## src/rtl/bit_select_mux_pkg.sv

```systemverilog
// -----------------------------------------------------------------------------
// bit_select_mux_pkg
//   Shared constants and helpers for the bit-select multiplexer.
//   - DEFAULT_WIDTH / DEFAULT_SEL_WIDTH : default parameterisation of the mux.
//   - clog2()                           : depth of the 2:1 select tree.
// -----------------------------------------------------------------------------
package bit_select_mux_pkg;

   localparam int DEFAULT_WIDTH     = 32;
   localparam int DEFAULT_SEL_WIDTH = 5;

   // Number of 2:1 levels needed to reduce 'value' leaves to one bit.
   function automatic int clog2(input int value);
      int result;
      int span;
      result = 0;
      span   = 1;
      while (span < value) begin
         span   = span << 1;
         result = result + 1;
      end
      return result;
   endfunction

endpackage

```

## src/rtl/bit_select_mux_mux2_stage.sv

```systemverilog
// -----------------------------------------------------------------------------
// bit_select_mux_mux2_stage
//   Single 2:1 bit multiplexer, the node of the select tree in bit_select_mux.
// Ports:
//   i_a   in  1  candidate chosen when i_sel = 0
//   i_b   in  1  candidate chosen when i_sel = 1
//   i_sel in  1  select
//   o_y   out 1  selected bit
// -----------------------------------------------------------------------------
module bit_select_mux_mux2_stage
   import bit_select_mux_pkg::*;
(
   input  logic i_a,
   input  logic i_b,
   input  logic i_sel,
   output logic o_y
);

   assign o_y = i_sel ? i_b : i_a;

endmodule

```

## src/rtl/bit_select_mux.sv

```systemverilog
// -----------------------------------------------------------------------------
// bit_select_mux
//   WIDTH:1 bit multiplexer with a registered output. Selects i_data[i_sel]
//   (0 when i_sel >= WIDTH) and captures it when i_en is high. One instance is
//   used per result bit of the barrel shifter.
//
// Parameters:
//   WIDTH      number of data bits (>= 2)
//   SEL_WIDTH  width of the select index (>= 1, independent of WIDTH)
//
// Ports:
//   i_clk    in  1          clock, rising edge
//   i_rst_n  in  1          asynchronous active-low reset
//   i_data   in  WIDTH      candidate bits, channel k = i_data[k]
//   i_sel    in  SEL_WIDTH  unsigned channel index
//   i_en     in  1          capture enable
//   o_out    out 1          registered selected bit
//   o_valid  out 1          high the cycle after a capture
//   o_oor    out 1          (BIT_MUX_OOR_FLAG_EN only) captured i_sel >= WIDTH
//
// Configuration macro:
//   BIT_MUX_OOR_FLAG_EN  adds the o_oor out-of-range flag output.
// -----------------------------------------------------------------------------
module bit_select_mux
   import bit_select_mux_pkg::*;
#(
   parameter int WIDTH     = DEFAULT_WIDTH,
   parameter int SEL_WIDTH = DEFAULT_SEL_WIDTH
)(
   input  logic                 i_clk,
   input  logic                 i_rst_n,
   input  logic [WIDTH-1:0]     i_data,
   input  logic [SEL_WIDTH-1:0] i_sel,
   input  logic                 i_en,
   output logic                 o_out,
   output logic                 o_valid
`ifdef BIT_MUX_OOR_FLAG_EN
   ,
   output logic                 o_oor
`endif
);

   localparam int DEPTH = clog2(WIDTH);
   localparam int PAD   = 1 << DEPTH;
   // Wide enough to hold both every i_sel value and WIDTH itself, so the
   // range check never truncates or wraps the index.
   localparam int CMP_W = (SEL_WIDTH > DEPTH + 1) ? SEL_WIDTH : DEPTH + 1;

   logic [CMP_W-1:0] sel_ext_p0;
   logic             in_range_p0;
   logic             tree_bit_p0;
   logic             sel_bit_p0;
   logic             out_p1;
   logic             vld_p1;

   assign sel_ext_p0 = CMP_W'(i_sel);

   // Select tree: level 0 holds the data padded with zeros to a power of two,
   // each further level halves the candidates using one select bit, LSB first.
   for (genvar l = 0; l <= DEPTH; l++) begin : g_level
      logic [(PAD >> l)-1:0] lvl;
      if (l == 0) begin : g_leaf
         for (genvar k = 0; k < PAD; k++) begin : g_bit
            if (k < WIDTH) begin : g_data
               assign lvl[k] = i_data[k];
            end else begin : g_pad
               assign lvl[k] = 1'b0;
            end
         end
      end else begin : g_mux
         for (genvar j = 0; j < (PAD >> l); j++) begin : g_node
            bit_select_mux_mux2_stage u_mux2 (
               .i_a   (g_level[l-1].lvl[2*j]),
               .i_b   (g_level[l-1].lvl[2*j+1]),
               .i_sel (sel_ext_p0[l-1]),
               .o_y   (lvl[j])
            );
         end
      end
   end

   assign tree_bit_p0 = g_level[DEPTH].lvl[0];

   // The tree only looks at the low DEPTH select bits, so an out-of-range
   // index would alias onto a real channel; force 0 in that case.
   assign in_range_p0 = (sel_ext_p0 < CMP_W'(WIDTH));
   assign sel_bit_p0  = in_range_p0 ? tree_bit_p0 : 1'b0;

   // ---- stage p0 -> p1: output register ----
`ifdef BIT_MUX_OOR_FLAG_EN
   logic oor_p1;

   always_ff @(posedge i_clk or negedge i_rst_n) begin
      if (!i_rst_n) begin
         oor_p1 <= 1'b0;
      end else if (i_en) begin
         oor_p1 <= ~in_range_p0;
      end
   end

   assign o_oor = oor_p1;
`endif

   always_ff @(posedge i_clk or negedge i_rst_n) begin
      if (!i_rst_n) begin
         out_p1 <= 1'b0;
         vld_p1 <= 1'b0;
      end else begin
         vld_p1 <= i_en;
         if (i_en) begin
            out_p1 <= sel_bit_p0;
         end
      end
   end

   assign o_out   = out_p1;
   assign o_valid = vld_p1;

endmodule

```

## config.mk

```make
export PLATFORM = sky130hd
export DESIGN_NAME = bit_select_mux
export DESIGN_NICKNAME = d
export VERILOG_FILES = /design/src/rtl/bit_select_mux_pkg.sv /design/src/rtl/bit_select_mux_mux2_stage.sv /design/src/rtl/bit_select_mux.sv
export SDC_FILE = /design/constraint.sdc
export NUM_CORES = 1
export LEC_CHECK = 0
export CAP_MARGIN = 20
export CORE_MARGIN = 2
export CORE_UTILIZATION = 24
export DETAILED_ROUTE_END_ITERATION = 8
export GPL_ROUTABILITY_DRIVEN = 0
export HOLD_SLACK_MARGIN = 0.15
export PLACE_DENSITY = 0.77
export SLEW_MARGIN = 20
export SYNTH_ARGS = -nofsm -noshare
export SYNTH_HDL_FRONTEND = slang
export SYNTH_SLANG_ARGS = --single-unit
```

## constraint.sdc

```tcl
create_clock -name i_clk -period 0.8 [get_ports i_clk]
set_clock_uncertainty 0.15 [all_clocks]
set_input_delay 0.12 -clock i_clk [delete_from_list [all_inputs] [get_ports i_clk]]
set_output_delay 0.12 -clock i_clk [all_outputs]
set_load 0.02 [all_outputs]
```

==> flow_metrics.env <==
export IMPL_tightest_slew_ns=0.186
export IMPL_final_common_cell="dlygate4sd2_1"
export IMPL_grt_pass1_vias=594
export IMPL_syn_nets=84
export IMPL_io_pins=42
export IMPL_tns_ns=-0.739
export IMPL_diodes=0
export IMPL_cts_tree="yes"
export IMPL_p_leak_nw=0.471
export IMPL_viasPerCell=4.88
export IMPL_ys_warn_count=0
export IMPL_critPathMaxFanout=7
export IMPL_path_buf_inv=3
export IMPL_post_route_min_period_ns=1.15
export IMPL_cts_sinks=2
export IMPL_cp_start_kind="input port"
export IMPL_syn_area_per_cell_um2=8.67
export IMPL_setup_viol=3
export IMPL_synthCells=44
export IMPL_max_cap_violations=0
export IMPL_wl_met1_um=519
export IMPL_die_y_um=43.9
export IMPL_first_iter_violations=5
export IMPL_met3_length_um=114
export IMPL_synth_seq_area_share_pct=13.1
export IMPL_grt_remaining_overflow=0
export IMPL_initial_core_util_pct=25.3
export IMPL_rsz0062_at_grt="true"
export IMPL_clock_latency_ns=0.22
export IMPL_relSlewSlack_pct=87.2
export IMPL_yosysUniqueCellTypes=18
export IMPL_first_pass_iters=2
export IMPL_rows=14
export IMPL_portBuffers=41
export IMPL_fin_util_pct=63.2
export IMPL_stdcell_count=113
export IMPL_critPathRequiredTime_ns=0.73
export IMPL_syn2layout_area_growth_pct=150
export IMPL_grt_pass1_wl_um=2350
export IMPL_whs_ns=-0.0879
export IMPL_fin_crit_sh_pct=144
export IMPL_synth_top_area_cell="mux2i_1"
export IMPL_placeableCoreArea_um2=1510
export IMPL_grt_max_degree=8
export IMPL_synth_area_top_cells="mux2i_1, dfrtp_1, a22oi_1"
export IMPL_synth_area_um2=382
export IMPL_antenna_found_initial=0
export IMPL_cts_buffers=3
export IMPL_path_class="input port to register"
export IMPL_drc=0
export IMPL_dp_hpwl_um=1150
export IMPL_final_cell_mix="dlygate4sd2_1, clkdlybuf4s50_1, mux2i_1, buf_4"
export IMPL_cpPeakStageDelay_ns=0.21
export IMPL_die_area_um2=1930
export IMPL_p_per_area_nw_per_um2=820
export IMPL_clk_pin_slew_ns=0.03
export IMPL_final_max_slew_viol_count=0
export IMPL_wl_met2_um=854
export IMPL_dr_max_layer_used="met3"
export IMPL_reg2reg_setup_slack_ns=-0.04
export IMPL_hold_class="input port to async pin"
export IMPL_violations="hold timing, setup timing"
export IMPL_htree_levels=1
export IMPL_clockBufferDepth=2
export IMPL_num_vias=552
export IMPL_placed_cells=109
export IMPL_nets=139
export IMPL_critPathMostFrequentCell="buf_8"
export IMPL_setup_ws_ns=-0.355
export IMPL_dpl_instance_area_um2=856
export IMPL_clock_fmax_ghz=0.866
export IMPL_synth_top_cell_area_share_pct=42.0
export IMPL_drtAntennaViolNets=0
export IMPL_hold_viol_final=2
export IMPL_nFillCells=138
export IMPL_drive_gt1_share_pct=29.9
export IMPL_routed_wl_um=1490
export IMPL_peakVddDrop_uv=456
export IMPL_cpMaxStageDelayCell="a31oi_1"
export IMPL_synth_seq_cells=2
export IMPL_path_cells="buf_8 > buf_8 > buf_6 > mux2i_2 > a22oi_2 > a31oi_1 > a41oi_2"
export IMPL_wl_per_cell_um=13.2
export IMPL_status="finished, violations left"
export IMPL_end_kind="register"
export IMPL_grt_use_total_pct=15.9
export IMPL_dieWidth_um=43.9
export IMPL_crit_arrival_ns=1.09
export IMPL_cts_root_buf="clkbuf_4"
export IMPL_power_mw=0.781
export IMPL_path_delay_family="compound AO/OA/AOI/OAI gates"
export IMPL_design_area_um2=952
-- where the power goes --
part	switching, mW	internal [mW]	leakage (nW)
Clock	0.0582	0.166	0.0138
Sequential	0.00630	0.112	0.0229
Combinational	0.155	0.284	0.434
Total	0.219	0.561	0.471
-- worst reg2reg max path, stage by stage (launching register included) --
cell and delay (ns):
dfrtp_1 0.38, nor2_1 0.14, a41oi_2 0.04
-- logic make-up after synthesis --
family	count (synthesis)	synth area share [%]
and+or+nand+nor	14	18.7
DFF	2	13.1
AOI/OAI and AO/OA	10	18.0
buffers and inverters	2	8.20
muxes	16	42.0
-- routing by layer --
| layer | GRT usage [%] | vias to the layer above |
|---|---|---|
| met3 | 1.25 | 0 |
| met4 | 3.64 | 0 |
| met2 | 34.7 | 21 |
| met1 | 15.3 | 255 |
| met5 | 0 | - |
| li1 | - | 276 |
-- cell type report --
type,count,area (um^2),share of cell area [%]
flip-flops and latches,2,50.0,5.26
clock buffers,3,22.5,2.37
repair buffers,52,505,53.1
well taps,16,20.0,2.10
multi-input cells,40,354,37.2
-- final timing paths --
| path | cells past startpoint | startpoint | endpoint |
|---|---|---|---|
| worst max-delay path | 7 | i_sel[0] | o_out$_DFFE_PN0P_ |
| worst min-delay path | 1 | i_rst_n | o_valid$_DFF_PN0_ |
| worst max register to register | 2 | o_out$_DFFE_PN0P_ | o_out$_DFFE_PN0P_ |
| worst min register to register | 2 | o_out$_DFFE_PN0P_ | o_out$_DFFE_PN0P_ |
| max in group asynchronous | 1 | i_rst_n | o_out$_DFFE_PN0P_ |
| min in group i_clk | 1 | i_en | o_valid$_DFF_PN0_ |
-- synthesized netlist by cell type --
library cell / instances
mux2i_1: 16
nand2_1: 4
a21oi_1: 3
a22oi_1: 3
dfrtp_1: 2
nand2b_1: 2
nor2_1: 2
nor2b_1: 2
a211oi_1: 1
a22o_1: 1
a31oi_1: 1
a41oi_1: 1
and2_1: 1
and3_1: 1
buf_12: 1
buf_6: 1
nand3_1: 1
nand4_1: 1
-- through the flow --
stage / hold slack (ns) / worst slack [ns]
3_5_place_dp: 0.147 / -0.995
6_report: -0.0879 / -0.355
2_1_floorplan: -0.326 / -0.342
5_1_grt: -0.0808 / -0.419
3_3_place_gp: 0.144 / -0.934
4_1_cts: -0.0906 / -0.340
-- registers in the layout, indices dropped and copies added (netlist names) --
| signal | count |
|---|---|
| o_out | 1 |
| o_valid | 1 |
-- what timing repair did --
item                                    in CTS  in global routing
resized for setup                           56                 11
buffers inserted                             1                  0
endpoints found under the hold margin        2                  2
pin swaps                                    9                  8
endpoints found under the setup margin       3                  3
Power figures use the tool's default switching activity.
